===== src/rtl/decode_control_pipe_pkg.sv =====
// Shared types and encodings for the RV32I(M) decode stage and its E-stage register.
// Opcodes, ALU/MDU operation codes, ImmSrc/ResultSrc encodings and the control bundle.
package decode_pkg;

  localparam int ALU_CTRL_W = 5;

  typedef enum logic [ALU_CTRL_W-1:0] {
    ADD, SUB, AND, OR, XOR, SLT, SLTU, SLL, SRL, SRA, PASSB,
    MUL, MULH, MULHSU, MULHU, DIV, DIVU, REM, REMU
  } alu_op_t;

  localparam logic [6:0] OP     = 7'b0110011;
  localparam logic [6:0] OP_IMM = 7'b0010011;
  localparam logic [6:0] LOAD   = 7'b0000011;
  localparam logic [6:0] STORE  = 7'b0100011;
  localparam logic [6:0] BRANCH = 7'b1100011;
  localparam logic [6:0] JAL    = 7'b1101111;
  localparam logic [6:0] JALR   = 7'b1100111;
  localparam logic [6:0] LUI    = 7'b0110111;
  localparam logic [6:0] AUIPC  = 7'b0010111;

  localparam logic [6:0] F7_BASE   = 7'b0000000;
  localparam logic [6:0] F7_ALT    = 7'b0100000;
  localparam logic [6:0] F7_MULDIV = 7'b0000001;

  localparam logic [2:0] IMM_I = 3'b000;
  localparam logic [2:0] IMM_S = 3'b001;
  localparam logic [2:0] IMM_B = 3'b010;
  localparam logic [2:0] IMM_U = 3'b011;
  localparam logic [2:0] IMM_J = 3'b100;

  localparam logic [1:0] RES_ALU   = 2'b00;
  localparam logic [1:0] RES_MEM   = 2'b01;
  localparam logic [1:0] RES_PC4   = 2'b10;
  localparam logic [1:0] RES_PCIMM = 2'b11;

  // funct3 value 010 is unused by branches, so it marks "not a branch"
  localparam logic [2:0] BRANCH_NONE = 3'b010;

  typedef struct packed {
    logic       reg_write;
    logic [1:0] result_src;
    logic       mem_write;
    logic       alu_src;
    logic [2:0] branch;
    logic       jump;
    alu_op_t    alu_ctrl;
    logic       illegal;
  } ctrl_bundle_t;

  function automatic ctrl_bundle_t bubble_ctrl();
    ctrl_bundle_t b;
    b            = '0;
    b.branch     = BRANCH_NONE;
    b.alu_ctrl   = ADD;
    return b;
  endfunction

  // Base integer op for funct3, shared by register and immediate forms
  function automatic alu_op_t base_op(input logic [2:0] f3);
    case (f3)
      3'b000:  return ADD;
      3'b001:  return SLL;
      3'b010:  return SLT;
      3'b011:  return SLTU;
      3'b100:  return XOR;
      3'b101:  return SRL;
      3'b110:  return OR;
      default: return AND;
    endcase
  endfunction

endpackage


===== src/rtl/decode_control_pipe_control_decode.sv =====
// Combinational opcode/funct decode into the control bundle plus ImmSrc.
// Invalid slots and unsupported encodings both yield a no-write bubble; only the latter flags illegal.
module control_decode
  import decode_pkg::*;
#(
  parameter bit SUPPORT_M = 1'b1
) (
  input  logic [6:0]   opcode,
  input  logic [2:0]   funct3,
  input  logic [6:0]   funct7,
  input  logic         valid,
  output ctrl_bundle_t ctrl,
  output logic [2:0]   imm_src,
  output logic         is_div
);

  ctrl_bundle_t raw;
  logic [2:0]   raw_imm;
  logic         raw_div;
  logic         legal;

  always_comb begin
    raw     = bubble_ctrl();
    raw_imm = IMM_I;
    raw_div = 1'b0;
    legal   = 1'b1;
    case (opcode)
      OP: begin
        raw.reg_write = 1'b1;
        if (funct7 == F7_BASE) begin
          raw.alu_ctrl = base_op(funct3);
        end else if (funct7 == F7_ALT && funct3 == 3'b000) begin
          raw.alu_ctrl = SUB;
        end else if (funct7 == F7_ALT && funct3 == 3'b101) begin
          raw.alu_ctrl = SRA;
        end else if (funct7 == F7_MULDIV && SUPPORT_M) begin
          case (funct3)
            3'b000:  raw.alu_ctrl = MUL;
            3'b001:  raw.alu_ctrl = MULH;
            3'b010:  raw.alu_ctrl = MULHSU;
            3'b011:  raw.alu_ctrl = MULHU;
            3'b100:  raw.alu_ctrl = DIV;
            3'b101:  raw.alu_ctrl = DIVU;
            3'b110:  raw.alu_ctrl = REM;
            default: raw.alu_ctrl = REMU;
          endcase
          raw_div = funct3[2];
        end else begin
          legal = 1'b0;
        end
      end
      OP_IMM: begin
        raw.reg_write = 1'b1;
        raw.alu_src   = 1'b1;
        raw.alu_ctrl  = base_op(funct3);
        if (funct3 == 3'b001) begin
          legal = (funct7 == F7_BASE);
        end else if (funct3 == 3'b101) begin
          if (funct7 == F7_ALT) raw.alu_ctrl = SRA;
          else if (funct7 != F7_BASE) legal = 1'b0;
        end
      end
      LOAD: begin
        raw.reg_write  = 1'b1;
        raw.alu_src    = 1'b1;
        raw.result_src = RES_MEM;
        legal = (funct3 != 3'b011) && (funct3 != 3'b110) && (funct3 != 3'b111);
      end
      STORE: begin
        raw.mem_write = 1'b1;
        raw.alu_src   = 1'b1;
        raw_imm       = IMM_S;
        legal = (funct3[2] == 1'b0) && (funct3 != 3'b011);
      end
      BRANCH: begin
        // comparison is done by the ALU subtractor
        raw.branch   = funct3;
        raw.alu_ctrl = SUB;
        raw_imm      = IMM_B;
        legal = (funct3 != 3'b010) && (funct3 != 3'b011);
      end
      JAL: begin
        raw.reg_write  = 1'b1;
        raw.jump       = 1'b1;
        raw.result_src = RES_PC4;
        raw_imm        = IMM_J;
      end
      JALR: begin
        raw.reg_write  = 1'b1;
        raw.jump       = 1'b1;
        raw.alu_src    = 1'b1;
        raw.result_src = RES_PC4;
        legal = (funct3 == 3'b000);
      end
      LUI: begin
        raw.reg_write = 1'b1;
        raw.alu_src   = 1'b1;
        raw.alu_ctrl  = PASSB;
        raw_imm       = IMM_U;
      end
      AUIPC: begin
        raw.reg_write  = 1'b1;
        raw.alu_src    = 1'b1;
        raw.result_src = RES_PCIMM;
        raw_imm        = IMM_U;
      end
      default: legal = 1'b0;
    endcase
  end

  always_comb begin
    ctrl    = bubble_ctrl();
    imm_src = IMM_I;
    is_div  = 1'b0;
    if (valid && legal) begin
      ctrl    = raw;
      imm_src = raw_imm;
      is_div  = raw_div;
    end else if (valid) begin
      ctrl.illegal = 1'b1;
    end
  end

endmodule


===== src/rtl/decode_control_pipe.sv =====
// Decode-stage control unit: D-stage decode, E-stage control register with hold/flush,
// and a divide sequencer that freezes E and stalls the front end for multi-cycle divides.
module decode_control_pipe
  import decode_pkg::*;
#(
  parameter bit SUPPORT_M  = 1'b1,
  parameter int DIV_CYCLES = 4
) (
  input  logic                  clk,
  input  logic                  rst,
  input  logic [6:0]            opcode,
  input  logic [2:0]            funct3,
  input  logic [6:0]            funct7,
  input  logic                  valid_d,
  input  logic                  hold_e,
  input  logic                  flush_e,
  output logic [2:0]            ImmSrcD,
  output logic                  RegWriteE,
  output logic [1:0]            ResultSrcE,
  output logic                  MemWriteE,
  output logic                  ALUSrcE,
  output logic [2:0]            BranchE,
  output logic                  JumpE,
  output logic [ALU_CTRL_W-1:0] ALUControlE,
  output logic                  illegal_e,
  output logic                  stall_req
);

  typedef enum logic {IDLE, BUSY} div_state_t;

  localparam bit         DIV_MULTI = (DIV_CYCLES > 1);
  localparam logic [3:0] CNT_INIT  = DIV_MULTI ? 4'(DIV_CYCLES - 2) : 4'd0;

  ctrl_bundle_t ctrl_d;
  logic         is_div_d;
  ctrl_bundle_t e_reg;
  div_state_t   state_reg;
  logic [3:0]   cnt_reg;

  control_decode #(.SUPPORT_M(SUPPORT_M)) u_decode (
    .opcode  (opcode),
    .funct3  (funct3),
    .funct7  (funct7),
    .valid   (valid_d),
    .ctrl    (ctrl_d),
    .imm_src (ImmSrcD),
    .is_div  (is_div_d)
  );

  // cnt counts the remaining BUSY cycles after the current one
  always_ff @(posedge clk) begin
    if (rst || flush_e) begin
      state_reg <= IDLE;
      cnt_reg   <= 4'd0;
    end else begin
      case (state_reg)
        IDLE: begin
          if (!hold_e && is_div_d && DIV_MULTI) begin
            state_reg <= BUSY;
            cnt_reg   <= CNT_INIT;
          end
        end
        default: begin
          if (cnt_reg == 4'd0) state_reg <= IDLE;
          else cnt_reg <= cnt_reg - 4'd1;
        end
      endcase
    end
  end

  always_ff @(posedge clk) begin
    if (rst || flush_e) begin
      e_reg <= bubble_ctrl();
    end else if (state_reg == IDLE && !hold_e) begin
      e_reg <= ctrl_d;
    end
  end

  assign RegWriteE   = e_reg.reg_write;
  assign ResultSrcE  = e_reg.result_src;
  assign MemWriteE   = e_reg.mem_write;
  assign ALUSrcE     = e_reg.alu_src;
  assign BranchE     = e_reg.branch;
  assign JumpE       = e_reg.jump;
  assign ALUControlE = e_reg.alu_ctrl;
  assign illegal_e   = e_reg.illegal;
  assign stall_req   = (state_reg == BUSY);

endmodule


===== config.mk =====
export PLATFORM = sky130hd
export DESIGN_NAME = decode_control_pipe
export DESIGN_NICKNAME = d
export VERILOG_FILES = /design/src/rtl/decode_control_pipe_pkg.sv /design/src/rtl/decode_control_pipe_control_decode.sv /design/src/rtl/decode_control_pipe.sv
export SDC_FILE = /design/constraint.sdc
export NUM_CORES = 1
export LEC_CHECK = 0
export ABC_AREA = 1
export CORE_ASPECT_RATIO = 1.5
export CORE_MARGIN = 2
export CORE_UTILIZATION = 53
export CTS_BUF_LIST = sky130_fd_sc_hd__clkbuf_8
export DETAILED_ROUTE_END_ITERATION = 7
export PLACE_DENSITY = 0.95
export SKIP_LAST_GASP = 1
export SLEW_MARGIN = 0
export SYNTH_ARGS = -nofsm -noshare
export SYNTH_HDL_FRONTEND = slang
export SYNTH_SLANG_ARGS = --single-unit

===== constraint.sdc =====
create_clock -name clk -period 2.2 [get_ports clk]
set_input_delay 0.33 -clock clk [delete_from_list [all_inputs] [get_ports clk]]
set_output_delay 0.33 -clock clk [all_outputs]
set_load 0.005 [all_outputs]

==> results of run 1 <==
through the flow:
step	hold slack, ns	instances	instance area [um2]	utilization, %	setup slack (ns)
4_1_cts	0.470	341	2300	93.0	-0.0789
3_5_place_dp	0.464	326	2110	85.1	-0.436
3_3_place_gp	0.453	326	2110	85.1	-0.396
2_1_floorplan	0.443	227	1410	-	0.556
layer usage:
metal / track usage [%] / overflow
met4: 96.4 / 32
met1: 65.5 / 0
met2: 102 / 50
met5: 2.00 / 0
met3: 48.7 / 0
kinds of logic after synthesis:
kind of cell             count (synthesis)  share of synthesized area [%]
adder cells (fa/ha/maj)                  1                          0.887
XOR/XNOR                                 2                           1.24
flip-flops                              20                           28.4
buffers and inverters                   35                           9.85
AND/OR/NAND/NOR                        135                           46.4
AO/OA/AOI/OAI                           34                           13.2
timing repair:
action                                  4_1_cts
endpoints found under the setup margin        3
gates cloned                                  0
pin swaps                                    12
hold endpoints to repair                      0
setup buffers                                11
resized for setup                            37
==> results.ini, run 1 <==
[run_status]
outcome=did not finish
failed_stage=global routing (5_1_grt)
stop_error=[ERROR GRT-0232] Routing congestion too high. Check the congestion heatmap in the GUI.

[synthesis]
synthTopCellsByArea=dfxtp_1, nand2_1, nand3_1, a21oi_1, inv_1
ys_types=31
syn_avg_cell_area_um2=6.21
async_flop_share_pct=0
ys_ff_latch=20
syn_area_um2=1410
synth_top_area_share_pct=28.4
synth-seq-area-share_pct=28.4
yosys.area.top_type=dfxtp_1
synth_edf_count=0
syn_inst=227
synth_ff_type=dfxtp_1
synthesis.nets=250
synthTopCellsByCount=nand2_1, nand3_1, inv_1, nor2_1, a21oi_1
yosysMostFrequentCell=nand2_1
synth_warnings=0

[die]
start_util_pct=56.9
die_y_um=67.2
fp.dieW_um=46.1
io_pins=41
rows=22

[clock_network]
cts_sinks=20
h-tree-depth=1
cts_buffers=3
ctsHoldBuffers=0
cts_buffer_depth=2
root_buffer=clkbuf_8

[timing]
repair-timing-grt-worst-ep=ImmSrcD[0]
worstEpCategory=primary output

[grt]
track_usage_pct=76.4
grt_overflow_total=82
grt_max_degree=17

[placed_design]
gp_congestion=1.04
portBuffers=40
dp_hpwl_um=3520

==> run 2: changes to the inputs <==
--- a/config.mk
+++ b/config.mk
@@ -6,12 +6,10 @@
 export NUM_CORES = 1
 export LEC_CHECK = 0
 export ABC_AREA = 1
-export CORE_ASPECT_RATIO = 1.5
-export CORE_MARGIN = 2
-export CORE_UTILIZATION = 53
-export CTS_BUF_LIST = sky130_fd_sc_hd__clkbuf_8
+export CORE_AREA = 2 2 63 65
 export DETAILED_ROUTE_END_ITERATION = 7
-export PLACE_DENSITY = 0.95
+export DIE_AREA = 0 0 65 67
+export PLACE_DENSITY_LB_ADDON = 0.15
 export SKIP_LAST_GASP = 1
 export SLEW_MARGIN = 0
 export SYNTH_ARGS = -nofsm -noshare
==> run 2 against run 1 <==
The run now ends clean. Synthesized area did not move. Synthesized cell count did not move.
==> results.ini, run 2 <==
[cells_and_area]
largest_reg_flops=5
drive_gt1_share_pct=31.4
final_cell_mix=nand2_1, buf_4, nand3_1
nets=340
n_antenna_cell=0
fill_cells=330
utilization_pct=65.0
fin_area_um2=2340
syn_to_final_growth_pct=66.2

[timing]
relSlewSlack_pct=75.9
fin_hold_ws_ns=0.462
worstMarginPinSlew_ns=0.358
slew_viol_final=0
min_period_ns=2.12
fmax_mhz=471
setup_violations=0
finalCritPeriodShare_pct=96.5
fin_skew_ns=0.00108
tns_ns=0
hold_viol=0
rsz0062_at_grt=false

[detailed_routing]
viasPerCell=4.88
drcViolationCount=0
wirelength_um=3880
drt_iter0_markers=93
firstDrtPassIters=4
via_count=1771
ant_nets=0
wl_per_cell_um=10.7

[synthesis]
yosys.area.top_type=dfxtp_1
synth_fa_ha_area_share_pct=0.887
synthXorXnorAreaFrac_pct=1.24
synth_edf_count=0
syn_inst=227
synthTopCellsByArea=dfxtp_1, nand2_1, nand3_1, a21oi_1, inv_1
yosysMostFrequentCell=nand2_1
synth_top_area_share_pct=28.4
synth_ff_type=dfxtp_1
syn_avg_cell_area_um2=6.21
synthTopCellsByCount=nand2_1, nand3_1, inv_1, nor2_1, a21oi_1
async_flop_share_pct=0
synth_warnings=0
synthSimpleGateAreaFrac_pct=46.4
ys_types=31
muxShareOfSynthArea_pct=0
ys_ff_latch=20
synthesis.nets=250
syn_area_um2=1410
synth_top_family_by_area=simple AND/OR/NAND/NOR gates
synth-seq-area-share_pct=28.4
synth_compound_area_share_pct=13.2

[clock_network]
cts_buffer_depth=2
cts_sinks=20
root_buffer=clkbuf_8
cts_tree=yes
clk_pin_slew_ns=0.07
clk_latency_ns=0.26
cts_buffers=3
h-tree-depth=1

[pwr]
p_int_uw=568
swShare_pct=26.0
power_density_nw_per_um2=328
seqPwrFrac_pct=47.3
p_comb_share_pct=22.1
p_leak_uw=0.00110
ir_worst_vdd_mv=0.322
power_frac_clock_pct=30.6
p_switching_uw=200

[grt]
grt_antenna_before_repair=0
grt_overflow_total=0
grt_pass1_wl_um=6870
grt_max_degree=17
track_usage_pct=19.9
grt_pass1_vias=1652

[placed_design]
dp_hpwl_um=3170
gp_congestion=0.856
portBuffers=40
place_area_um2=2160

[die]
core_um2=3610
rows=22
io_pins=41
start_util_pct=39.1
fp.dieW_um=65
die_y_um=67
dieArea_um2=4360

[setup_path]
r2r_start=stall_req
path_class=in2out
endpoint_kind=output port
critPathMaxFanout=4
cp.arrival_ns=1.79
r2r.worst_path.cells=8
reg2reg_to=cnt_reg[1]
rrSetupSlack_ns=0.82
crit_start=funct3[0]
critPathLaunchType=primary input
required_ns=1.87

[hold_path]
hold_start=cnt_reg[1]
hp-class=reg2reg
holdPathEnd=cnt_reg[1]
min_path_cells=2

[run]
maxCapViolations=0

[run_status]
outcome=finished, final reports clean

[run 2: cell counts after synthesis]
No cell type changed its count.
[run 2: layer usage]
layer  up-vias  global-route usage (%)  part of all wire [%]
met5         -                       0                     0
li1        919                       -                     -
met1       799                    24.3                    44
met4         0                    5.32                   1.2
met2        46                    35.7                    49
met3         7                    3.55                   5.8
[run 2: per-stage QoR]
| step | instances | worst slack, ns | power [uW] |
|---|---|---|---|
| after floorplan | 227 | 0.556 | 433 |
| after detailed placement | 353 | -0.428 | 530 |
| final | 363 | 0.0776 | 768 |
| after global routing | 363 | 0.00146 | 809 |
| after CTS | 363 | 0.0174 | 776 |
| after global placement | 353 | -0.379 | 529 |
[run 2: critical path: stages]
cell,delay [ns]
clkdlybuf4s50_1,0.50
buf_4,0.14
o21ai_0,0.10
nand3_1,0.11
nand3_1,0.09
nor2_2,0.17
nand3_4,0.10
nand2_4,0.09
nor2_1,0.04
buf_2,0.12
[run 2: worst max-delay path by stage]
stage                       endpoint  slack [ns]  cells after the start
after floorplan           ImmSrcD[0]        0.56                      9
after global placement    ImmSrcD[1]       -0.38                      9
after detailed placement  ImmSrcD[0]       -0.43                     11
after CTS                 ImmSrcD[1]        0.02                     11
after global routing      ImmSrcD[1]       0.001                     11
final                     ImmSrcD[2]        0.08                     10
[run 2: cell families (layout without fill, tap and decap cells)]
group,count (synthesis),after routing
flops,20,20
xor+xnor,2,2
fa+ha+maj,1,1
compound gates,34,34
simple gates,135,135
buf+inv,35,123
[run 2: layout make-up]
type	count	area, um2	area share (%)
sequential	20	400	17.1
tap	48	60.1	2.56
timing repair buffer	88	759	32.4
multi-input combinational	172	962	41.1
inverter	32	120	5.13
clock buffer	3	41.3	1.76
[run 2: power groups by stage]
stage                     Sequential [uW]  Combinational, uW  Clock (uW)
after floorplan                       372               61.3           0
after global placement                372                157           0
after detailed placement              372                158           0
after CTS                             364                169         243
after global routing                  364                187         259
final                                 364                170         235
[run 2: what timing repair did]
| action | in CTS | in global routing |
|---|---|---|
| hold endpoints to repair | 0 | 0 |
| setup buffers | 7 | 0 |
| pin swaps | 14 | 11 |
| resized for setup | 43 | 13 |
| hold buffers | 0 | 0 |
| endpoints found under the setup margin | 3 | 3 |
Note: power is estimated with default switching activity, not from simulation.
